<file path="config.mk">
export PLATFORM = sky130hd
export DESIGN_NAME = ddr_arbiter
export DESIGN_NICKNAME = d
export VERILOG_FILES = /design/src/rtl/ddr_arbiter.sv
export SDC_FILE = /design/constraint.sdc
export NUM_CORES = 1
export LEC_CHECK = 0
export ABC_AREA = 1
export BUFFER_PORTS_ARGS = -buffer_cell sky130_fd_sc_hd__buf_2
export CORE_AREA = 2 2 213 215
export CTS_BUF_LIST = sky130_fd_sc_hd__clkbuf_16
export DETAILED_ROUTE_END_ITERATION = 6
export DIE_AREA = 0 0 215 217
export SETUP_SLACK_MARGIN = 0.02
export SYNTH_ARGS = -nofsm -noshare
export SYNTH_HDL_FRONTEND = slang
export SYNTH_SLANG_ARGS = --single-unit
</file>
<file path="constraint.sdc">
create_clock -name clock -period 1.8 [get_ports clock]
set_input_delay 0 -clock clock [delete_from_list [all_inputs] [get_ports clock]]
set_output_delay 0 -clock clock [all_outputs]
set_load 0.01 [all_outputs]
</file>
<file path="src/rtl/ddr_arbiter.sv">
// Two-requester burst arbiter for the single DDR3 Avalon-style port.
// A = ROM download writer, B = frame buffer / sprite reader. Whole bursts
// are granted round-robin; read beats return only to the granted side.
module ddr_arbiter #(
    parameter int unsigned ADDR_W  = 32,
    parameter int unsigned DATA_W  = 64,
    parameter int unsigned BURST_W = 8
) (
    input  logic               clock,
    input  logic               reset,

    input  logic               a_rd,
    input  logic               a_wr,
    input  logic [ADDR_W-1:0]  a_addr,
    input  logic [BURST_W-1:0] a_burst,
    input  logic [7:0]         a_mask,
    input  logic [DATA_W-1:0]  a_din,
    output logic               a_wait_req,
    output logic               a_valid,
    output logic [DATA_W-1:0]  a_dout,
    output logic               a_done,

    input  logic               b_rd,
    input  logic               b_wr,
    input  logic [ADDR_W-1:0]  b_addr,
    input  logic [BURST_W-1:0] b_burst,
    input  logic [7:0]         b_mask,
    input  logic [DATA_W-1:0]  b_din,
    output logic               b_wait_req,
    output logic               b_valid,
    output logic [DATA_W-1:0]  b_dout,
    output logic               b_done,

    output logic               ddr_rd,
    output logic               ddr_wr,
    output logic [ADDR_W-1:0]  ddr_addr,
    output logic [BURST_W-1:0] ddr_burst,
    output logic [7:0]         ddr_mask,
    output logic [DATA_W-1:0]  ddr_din,
    input  logic [DATA_W-1:0]  ddr_dout,
    input  logic               ddr_wait_req,
    input  logic               ddr_valid
);

    typedef enum logic [1:0] {
        ST_IDLE,
        ST_GRANT,
        ST_READ,
        ST_WRITE
    } state_t;

    state_t             state_q;
    logic               grant_q;   // 0 = A, 1 = B
    logic               last_q;    // side that won the previous arbitration
    logic [BURST_W-1:0] cnt_q;
    logic [BURST_W-1:0] len_q;

    logic               g_rd;
    logic               g_wr;
    logic [ADDR_W-1:0]  g_addr;
    logic [BURST_W-1:0] g_burst;
    logic [7:0]         g_mask;
    logic [DATA_W-1:0]  g_din;
    logic [BURST_W-1:0] g_len;
    logic               g_wait;
    logic               req_a;
    logic               req_b;
    logic               winner_b;
    logic               last_beat;
    logic               rd_go;
    logic               wr_go;
    logic               rd_beat;
    logic               wr_beat;
    logic               done;

    // Select the granted requester's command fields
    always_comb begin
        g_rd    = grant_q ? b_rd    : a_rd;
        g_wr    = grant_q ? b_wr    : a_wr;
        g_addr  = grant_q ? b_addr  : a_addr;
        g_burst = grant_q ? b_burst : a_burst;
        g_mask  = grant_q ? b_mask  : a_mask;
        g_din   = grant_q ? b_din   : a_din;
    end

    // Arbitration, burst acceptance and beat accounting
    always_comb begin
        req_a     = a_rd | a_wr;
        req_b     = b_rd | b_wr;
        winner_b  = req_b & (~req_a | ~last_q);
        g_len     = (g_burst == '0) ? BURST_W'(1) : g_burst;
        last_beat = (cnt_q == (len_q - BURST_W'(1)));
        rd_go     = (state_q == ST_GRANT) & g_rd & ~ddr_wait_req;
        wr_go     = (state_q == ST_GRANT) & ~g_rd & g_wr & ~ddr_wait_req;
        rd_beat   = (state_q == ST_READ) & ddr_valid & ~reset;
        wr_beat   = (state_q == ST_WRITE) & g_wr & ~ddr_wait_req;
        done      = ~reset & ((wr_go & (g_len == BURST_W'(1)))
                              | (rd_beat & last_beat)
                              | (wr_beat & last_beat));
    end

    // DDR-side strobes and per-requester handshakes
    always_comb begin
        ddr_rd    = 1'b0;
        ddr_wr    = 1'b0;
        g_wait    = 1'b1;
        ddr_addr  = g_addr;
        ddr_burst = g_burst;
        ddr_mask  = g_mask;
        ddr_din   = g_din;
        case (state_q)
            ST_GRANT: begin
                ddr_rd = g_rd & ~reset;
                ddr_wr = g_wr & ~g_rd & ~reset;
                g_wait = ddr_wait_req;
            end
            ST_WRITE: begin
                ddr_wr = g_wr & ~reset;
                g_wait = ddr_wait_req;
            end
            default: ;
        endcase
        a_wait_req = grant_q ? 1'b1 : g_wait;
        b_wait_req = grant_q ? g_wait : 1'b1;
        a_valid    = ~grant_q & rd_beat;
        b_valid    = grant_q & rd_beat;
        a_done     = ~grant_q & done;
        b_done     = grant_q & done;
        a_dout     = ddr_dout;
        b_dout     = ddr_dout;
    end

    // Burst state machine; grant is held until the final beat of the burst
    always_ff @(posedge clock) begin
        if (reset) begin
            state_q <= ST_IDLE;
            grant_q <= 1'b1;
            last_q  <= 1'b1;
            cnt_q   <= '0;
            len_q   <= '0;
        end else begin
            case (state_q)
                ST_IDLE: begin
                    if (req_a | req_b) begin
                        grant_q <= winner_b;
                        last_q  <= winner_b;
                        state_q <= ST_GRANT;
                    end
                end
                ST_GRANT: begin
                    if (rd_go) begin
                        len_q   <= g_len;
                        cnt_q   <= '0;
                        state_q <= ST_READ;
                    end else if (wr_go) begin
                        len_q <= g_len;
                        if (g_len == BURST_W'(1)) begin
                            cnt_q   <= '0;
                            state_q <= ST_IDLE;
                        end else begin
                            cnt_q   <= BURST_W'(1);
                            state_q <= ST_WRITE;
                        end
                    end
                end
                ST_READ: begin
                    if (ddr_valid) begin
                        if (last_beat) begin
                            cnt_q   <= '0;
                            state_q <= ST_IDLE;
                        end else begin
                            cnt_q <= cnt_q + BURST_W'(1);
                        end
                    end
                end
                ST_WRITE: begin
                    if (wr_beat) begin
                        if (last_beat) begin
                            cnt_q   <= '0;
                            state_q <= ST_IDLE;
                        end else begin
                            cnt_q <= cnt_q + BURST_W'(1);
                        end
                    end
                end
                default: state_q <= ST_IDLE;
            endcase
        end
    end

endmodule
</file>
# After elaboration in Yosys (flattened, before gate mapping)
# Cells that the tools add are included.
# word_totals
elab_cells	86
inputBits	296
ff_bits	19
out_inout_bits	248
# op_classes
reduce_logical	9
n_bitwise	33
n_mux	29
add_sub_neg	2
n_eq_ne	9
# op_table
operator	count
8-bit 2-to-1 mux	10
64-bit 2-to-1 mux	1
32-bit 2-to-1 mux	1
8-bit one-hot mux with 3 select lines	1
1-bit bitwise AND	22
2-bit 2-to-1 mux	7
8-bit by 1-bit adder with 8-bit output, second input constant	1
8-bit by 1-bit == test with 1-bit output, second input constant	1
8-bit == test	1
8-bit zero test	1
2-bit one-hot mux with 4 select lines	1
4-bit AND reduction	2
8-bit by 1-bit subtractor with 8-bit output, second input constant	1
1-bit 2-to-1 mux	7
2-bit inequality test, second input constant	3
1-bit bitwise OR	6
1-bit NOT	5
2-bit == test, second input constant	2
2-bit AND reduction	2
3-bit inequality test, second input constant	1
3-bit nonzero test	1
2-bit by 1-bit == test with 1-bit output, second input constant	1
2-bit zero test	1
1-bit one-hot mux with 2 select lines	1
other kinds (2)	2

# Logic depth before layout (Yosys ltp)
# Gate-level depths: netlist (run 1).
# depth
depth_word	10
depth_mapped	14
mapped_depth_nobuf	14

# Worst setup path before layout (run 1)
# Ideal clock, no wire load.
# synth_path
kind	register to register
start	register len_q[0]
end	register cnt_q[1]
arrival_ns	1.557
setup_slack_ns	0.125
stages_incl_launch_ff	14
path_buffers	0
setup_ns	0.118
t_required_ns	1.682
path_cell_list	dfxtp_1 > inv_2 > ha_1 > inv_1 > nand2_1 > nand2_1 > nor2_1 > nand2_1 > nor2_1 > nand3_1 > nor2_1 > nor2_1 > o21ai_4 > nor2_1
# synth_via
elab_chain_len	5
elab_cells_between_ends	6
cone_classes	add/sub: 1; eq/ne: 1; mux: 4
# synth_rtl
element	line_no	text
start: declaration	56	logic [BURST_W-1:0] len_q;
start signal: assignment	152	len_q <= g_len;
start signal: assignment	156	len_q <= g_len;
8-bit by 1-bit subtractor with 8-bit output *	92	last_beat = (cnt_q == (len_q - BURST_W'(1)));
8-bit == test *	92	
8-bit 2-to-1 mux *	168, 178	
8-bit 2-to-1 mux, on equally long branches	177, 167	
8-bit one-hot mux with 3 select lines *	142	case (state_q)
end signal: assignment	172	cnt_q <= cnt_q + BURST_W'(1);
end signal: assignment	182	cnt_q <= cnt_q + BURST_W'(1);
end: declaration	55	logic [BURST_W-1:0] cnt_q;
# Mark *: on every way between the ends. The rest lies on a longest branch, timed or not. The select of a mux whose other input is x is not followed.
# A chain may end at the register's enable or synchronous reset.

# Worst setup path after layout (run 1)
# layout_path
start	register len_q[1]
end	output port a_done
# layout_via
elab_chain_len	7
elab_cells_between_ends	8
cone_classes	add/sub: 1; eq/ne: 1; bitwise: 6
# layout_rtl
element	line_no	text
8-bit by 1-bit subtractor with 8-bit output *	92	
8-bit == test *	92	
1-bit bitwise AND	98	| (rd_beat & last_beat)
1-bit bitwise OR	98	
1-bit bitwise OR *	99	| (wr_beat & last_beat));
1-bit bitwise AND *	97	done = ~reset & ((wr_go & (g_len == BURST_W'(1)))
1-bit bitwise AND *	127	a_done = ~grant_q & done;
end: declaration	21	output logic a_done,
# Mark *: on every way between the ends. The rest lies on a longest branch, timed or not.

==> flow_summary.ini, run 1 <==
[run_status]
run_status = complete, but fails checks
violations_in_the_final_reports = setup timing

[place]
hpwlAfterDp_mm = 23.29
dp_cells = 1566
placedInstanceArea_sq_mm = 0.005528
port_buffers = 351
gpl_congestion = 0.8299

[critical_path]
data_required_time_of_the_worst_path_ps = 1800
data_arrival_time_of_the_critical_path_ps = 2050
worst-path-max-fanout = 2
critPathKind = reg -> out
end_kind = primary output
start_kind = flip-flop

[hold_path]
worst_hold_path_type = in -> out

[die]
row_count = 78
starting_density_of_the_core = 0.08756
dieWidth_microns = 215
die_area_sq_mm = 0.04666
ioPinCount = 544
floorplan.die.height_microns = 217
fp.coreArea_sq_mm = 0.04470

[global_route]
number_of_antenna_violations_at_the_first_check_in_global_routing = 13
grt_pass1_wl_mm = 34.04
grt_use_total = 0.1021
grt.overflow.total = 0
via_count_of_the_first_global_routing_pass = 4715
grt_start_max_net_pins = 60

[synthesis]
syn-mean-instance-area_sq_um = 5.232
synth.top_cells.by_area = sky130_fd_sc_hd__nand2_1 37%, sky130_fd_sc_hd__buf_4 25%, sky130_fd_sc_hd__dfxtp_1 9.7%, sky130_fd_sc_hd__inv_1 4.3%, sky130_fd_sc_hd__nor2_1 3.7%
syn_nets = 1051
ys_ff_latch = 19
number_of_unique_standard_cell_types_used_by_synthesis = 31
synth.cell_area_sq_mm = 0.003914
area_leader_netlist = sky130_fd_sc_hd__nand2_1
synthDominantCellAreaShare = 0.3702
seq_total_area_yosys = 0.09719
synth-warning-count = 0
synth_cells = 748

[sta]
layout_min_cycle_time_ps = 2054
layout_setup_ws_ps = -254.0
worst_pin_slew_ps = 446.6
setup_repair_after_global_routing_missed_its_margin = true
max_freq_mhz = 486.9
finalClockSkew_ps = 1.824
setup_viol = 8
final.setup.tns_ps = -1043
relSlewSlack = 0.7023
min_period_over_period = 1.141
timing.final.max_slew_violations = 0
finalHoldViolCount = 0

[finish]
layout_filler_cell_count = 5396
finalNetCount = 1278
syn2layout_area_growth_pct = 46.99
stdcell_area_sq_mm = 0.005753
register_area_sq_um = 386.6
footprint_of_the_multi_input_gates_sq_mm = 0.002352
layout-drive-gt1-share = 0.4394
final_cell_count_without_fillers = 1581

[routing]
drt_drc_violations_left = 0
antenna_violating_nets_post_route = 0
detail_route.vias_per_cell = 3.284
vias = 5192
routed_wirelength_mm = 25.88
route.detailed.wl_per_inst_microns = 16.37
drt_iter0_markers = 275
firstDrtPassIters = 5

[power_and_ir_drop]
power.ir.vdd_worst_mv = 0.4315
p_total_mw = 6.121
cellLeakagePower_nw = 3.306
cellPowerDensity_mw_per_mm2 = 1064

[clock_network]
cts.root.buffer_cell = sky130_fd_sc_hd__clkbuf_16
num_cts_buffers = 3
holdBufCountCts = 0
clockBufferDepth = 2
clock_sink_count = 19
cts.reportedPaths.clkPinSlew_ps = 60
tritoncts_clock_tree = done
htreeDepth = 1
insertion_delay_to_the_later_sink_of_the_worst_skew_pair_ps = 250

[job]
drv.max_cap_violation_count = 0
## critical path, cell delays in order, from the launching register on
cell and delay [ps]:
sky130_fd_sc_hd__dfxtp_2 330, sky130_fd_sc_hd__inv_2 50, sky130_fd_sc_hd__ha_4 260, sky130_fd_sc_hd__inv_2 30, sky130_fd_sc_hd__nand2_2 50, sky130_fd_sc_hd__nand2_2 50
sky130_fd_sc_hd__nor2_2 90, sky130_fd_sc_hd__nand2_1 70, sky130_fd_sc_hd__nor2_2 110, sky130_fd_sc_hd__nand3_2 130, sky130_fd_sc_hd__nor2_4 140, sky130_fd_sc_hd__nand2_1 70
sky130_fd_sc_hd__o21ai_2 60, sky130_fd_sc_hd__nand2_2 100, sky130_fd_sc_hd__nor2_1 100, sky130_fd_sc_hd__buf_2 140
## synthesized netlist by cell type (all sizes together)
| cell | n |
|---|---|
| a21oi | 16 |
| a31oi | 2 |
| buf | 140 |
| clkbuf | 17 |
| dfxtp | 19 |
| ha | 7 |
| inv | 49 |
| nand2 | 390 |
| nand3 | 23 |
| nand4 | 5 |
| nor2 | 42 |
| nor3 | 2 |
| nor4 | 1 |
| o21ai | 25 |
| o311ai | 1 |
| o31ai | 1 |
| or2 | 1 |
| xnor2 | 1 |
| xor2 | 6 |
## stage by stage
stage / utilization / setup slack [ps] / hold WS (ps)
detailed placement: 0.1237 / -90.07 / 0.1061
global placement: 0.1237 / -95.72 / 0.1061
floorplan: - / 124.7 / 44.09
finish: 0.1287 / -254.0 / 0.007628
CTS: 0.1271 / -234.9 / 0.1061
global route: 0.1286 / -417.4 / 0.02386
## kinds of logic (layout without fill, tap and decap cells)
logic type / count (synthesis) / after routing / share of synthesized area
adder cells (fa/ha/maj): 7 / 7 / 0.02238
flip-flops: 19 / 19 / 0.09719
AO/OA/AOI/OAI: 45 / 45 / 0.06842
XOR/XNOR: 7 / 7 / 0.01567
other: 0 / 7 / 0
buffers and inverters: 206 / 432 / 0.3261
AND/OR/NAND/NOR: 464 / 464 / 0.4703
## cell type report
class,count,area share
repair buffers,379,0.3441
clock buffers,3,0.01305
flip-flops and latches,19,0.06720
diodes,7,0.003045
clock inverters,1,0.0008699
well taps,600,0.1305
inverters,49,0.03241
multi-input cells,523,0.4089
## worst paths after layout
check                        startpoint                    end  slack (ps)  cells past startpoint
setup reg to reg  len_q[1]$_SDFFE_PP0P_  cnt_q[3]$_SDFFE_PP0P_        -100                     14
hold / removal             ddr_dout[51]             b_dout[51]       0.008                      0
hold reg to reg   len_q[7]$_SDFFE_PP0P_  len_q[7]$_SDFFE_PP0P_         470                      2
setup / recovery  len_q[1]$_SDFFE_PP0P_                 a_done        -250                     15
## report_power, final
group	switching (mW)	leakage (nW)	internal [mW]	total [mW]
clock	0.163	0.0409	0.298	0.461
combinational	3.24	3.11	1.77	5.01
sequential	0.132	0.156	0.521	0.653
total	3.53	3.31	2.59	6.12
## sequential cells by signal, indices dropped and copies added (netlist names)
signal / cells
cnt_q: 8
len_q: 8
state_q: 2
last_q: 1
## cells in the final DEF, fill, tap and decap left out, types with 7 or more instances in the layout
master,synthesis,layout
sky130_fd_sc_hd__nor2_1,39,32
sky130_fd_sc_hd__nand2_1,386,380
sky130_fd_sc_hd__nand3_1,22,16
sky130_fd_sc_hd__dfxtp_1,19,16
sky130_fd_sc_hd__inv_1,45,42
sky130_fd_sc_hd__buf_4,128,27
sky130_fd_sc_hd__diode_2,0,7
sky130_fd_sc_hd__buf_2,3,351
sky130_fd_sc_hd__nand2_2,4,10
sky130_fd_sc_hd__o21ai_0,21,20
sky130_fd_sc_hd__a21oi_1,16,16
## repair_timing
item                                    CTS  global route
buffers inserted                          6             2
resized for setup                        11            20
pin swaps                                 8            21
endpoints found under the setup margin    9            12
## routing by layer
| layer | GRT usage | part of all wire |
|---|---|---|
| met5 | 0.009375 | 0.0039 |
| met4 | 0.02805 | 0.029 |
| met3 | 0.05744 | 0.13 |
| met2 | 0.1632 | 0.45 |
| met1 | 0.1161 | 0.38 |
Power figures use the tool's default switching activity.
==> run 2: changes to the inputs <==
Settings changed: HOLD_SLACK_MARGIN set to 0.02.
==> run 2 against run 1 <==
  * The run still ends with setup timing left
  * First-iteration DRC count grew 1.8%
  * Via count grew 4.1%
  * Worst setup slack gained 3.6 ps
  * Highest routed layer unchanged
==> flow_summary.ini, run 2 (same netlist as run 1, synthesis figures left out) <==
[clock_network]
cts.root.buffer_cell = sky130_fd_sc_hd__clkbuf_16
clock_sink_count = 19
tritoncts_clock_tree = done
num_cts_buffers = 3
cts.reportedPaths.clkPinSlew_ps = 50
insertion_delay_to_the_later_sink_of_the_worst_skew_pair_ps = 250
htreeDepth = 1
clockBufferDepth = 2

[finish]
register_area_sq_um = 386.6
layout-drive-gt1-share = 0.4119
layout_filler_cell_count = 5354
syn2layout_area_growth_pct = 63.68
stdcell_area_sq_mm = 0.006406
finalNetCount = 1343
footprint_of_the_multi_input_gates_sq_mm = 0.002352
final_common_cell = sky130_fd_sc_hd__nand2_1
leading_cell_types_in_the_layout_fill_and_taps_excluded = 380 x sky130_fd_sc_hd__nand2_1, 351 x sky130_fd_sc_hd__buf_2, 65 x sky130_fd_sc_hd__dlygate4sd3_1, 42 x sky130_fd_sc_hd__inv_1, 32 x sky130_fd_sc_hd__nor2_1
top_regs = cnt_q: 8 flops, len_q: 8 flops, state_q: 2 flops
final_cell_count_without_fillers = 1647

[hold_path]
min_from = b_wr
holdPathEnd = last_q$_SDFFE_PP1P_
worst_hold_path_type = in -> reg
worstHoldPathCells = 3

[sta]
finalHoldViolCount = 0
max_freq_mhz = 487.7
layout_setup_ws_ps = -250.4
layout_min_cycle_time_ps = 2050
setup_viol = 8
min_period_over_period = 1.139
timing.final.max_slew_violations = 0
worst_pin_slew_ps = 465.1
setup_repair_after_global_routing_missed_its_margin = true
relSlewSlack = 0.6889
final.setup.tns_ps = -1026
finalClockSkew_ps = 1.297

[critical_path]
rr_endpoint = cnt_q[3]$_SDFFE_PP0P_
worst-path-max-fanout = 2
start_kind = flip-flop
end_kind = primary output
worst_r2r_path_depth = 14
r2r_slack_ps = -100
critPathKind = reg -> out
data_arrival_time_of_the_critical_path_ps = 2050
data_required_time_of_the_worst_path_ps = 1800
rr_startpoint = len_q[1]$_SDFFE_PP0P_

[global_route]
grt_start_max_net_pins = 60
via_count_of_the_first_global_routing_pass = 4965
grt_pass1_wl_mm = 35.07
number_of_antenna_violations_at_the_first_check_in_global_routing = 16
grt_use_total = 0.1041
grt.overflow.total = 0

[routing]
drt_iter0_markers = 280
route.detailed.wl_per_inst_microns = 16.12
routed_wirelength_mm = 26.55
detail_route.vias_per_cell = 3.281
firstDrtPassIters = 5
drt_drc_violations_left = 0
vias = 5404
antenna_violating_nets_post_route = 0

[power_and_ir_drop]
power.ir.vdd_worst_mv = 0.4326
cellPowerDensity_mw_per_mm2 = 997.7
cellLeakagePower_nw = 3.578

[die]
floorplan.die.height_microns = 217
row_count = 78
die_area_sq_mm = 0.04666
fp.coreArea_sq_mm = 0.04470
dieWidth_microns = 215
ioPinCount = 544
starting_density_of_the_core = 0.08756

[place]
dp_cells = 1566
gpl_congestion = 0.8299
place_ws_ps = -90.07
placedInstanceArea_sq_mm = 0.005528
port_buffers = 351
hpwlAfterDp_mm = 23.29

[job]
drv.max_cap_violation_count = 0

[run_status]
run_status = complete, but fails checks
violations_in_the_final_reports = setup timing
-- run 2: how the worst max path moves through the flow --
stage,slack (ps),cells past startpoint,from,endpoint
after floorplan,120,13,len_q[0]$_SDFFE_PP0P_,cnt_q[1]$_SDFFE_PP0P_
after global placement,-100,15,len_q[1]$_SDFFE_PP0P_,a_done
after detailed placement,-90,15,len_q[1]$_SDFFE_PP0P_,a_done
after CTS,-230,15,len_q[1]$_SDFFE_PP0P_,a_done
final,-250,15,len_q[1]$_SDFFE_PP0P_,a_done
after global routing,-420,15,len_q[1]$_SDFFE_PP0P_,a_done
-- run 2: what timing repair did --
item,CTS,global route
hold buffers,65,0
endpoints found under the hold margin,129,0
gates cloned,0,0
buffers inserted,6,2
gates resized for setup,11,20
setup endpoints to repair,9,12
pin swaps,8,21
-- run 2: critical path, cell delays in order, from the launching register on --
cell and delay [ps]:
sky130_fd_sc_hd__dfxtp_2 330, sky130_fd_sc_hd__inv_2 50, sky130_fd_sc_hd__ha_4 260, sky130_fd_sc_hd__inv_2 30
sky130_fd_sc_hd__nand2_2 50, sky130_fd_sc_hd__nand2_2 50, sky130_fd_sc_hd__nor2_2 90, sky130_fd_sc_hd__nand2_1 70
sky130_fd_sc_hd__nor2_2 110, sky130_fd_sc_hd__nand3_2 130, sky130_fd_sc_hd__nor2_4 140, sky130_fd_sc_hd__nand2_1 70
sky130_fd_sc_hd__o21ai_2 60, sky130_fd_sc_hd__nand2_2 100, sky130_fd_sc_hd__nor2_1 100, sky130_fd_sc_hd__buf_2 140
-- run 2: routing by layer --
layer	share of wire	vias to the layer above	wire, microns	global-route usage
met5	0.0021	-	57	0
met4	0.034	10	914	0.03356
met3	0.092	43	2442	0.03480
met2	0.45	289	12040	0.1652
met1	0.42	2336	11090	0.1326
li1	-	2726	-	-
-- run 2: layout make-up --
| type | instances | area share |
|---|---|---|
| inverter | 49 | 0.02910 |
| antenna | 8 | 0.003125 |
| tap | 600 | 0.1172 |
| sequential | 19 | 0.06035 |
| multi-input combinational | 523 | 0.3672 |
| clock inverter | 1 | 0.0007813 |
| timing repair buffer | 444 | 0.4105 |
| clock buffer | 3 | 0.01172 |
-- run 2: stage by stage --
| stage | util | hold slack, ps | power (mW) |
|---|---|---|---|
| after floorplan | - | 44.09 | 3.645 |
| after global placement | 0.1237 | 0.1061 | 5.586 |
| after detailed placement | 0.1237 | 0.1061 | 5.591 |
| after CTS | 0.1416 | 141.2 | 6.413 |
| after global routing | 0.1432 | 229.0 | 7.067 |
| final | 0.1433 | 145.5 | 6.391 |
-- run 2: power by group --
part           leakage (nW)  switching (mW)  total (mW)  internal, mW
registers             0.156           0.132       0.653         0.521
clock network        0.0409           0.162       0.460         0.298
logic                  3.38            3.41        5.28          1.87
total                  3.58            3.71        6.39          2.69
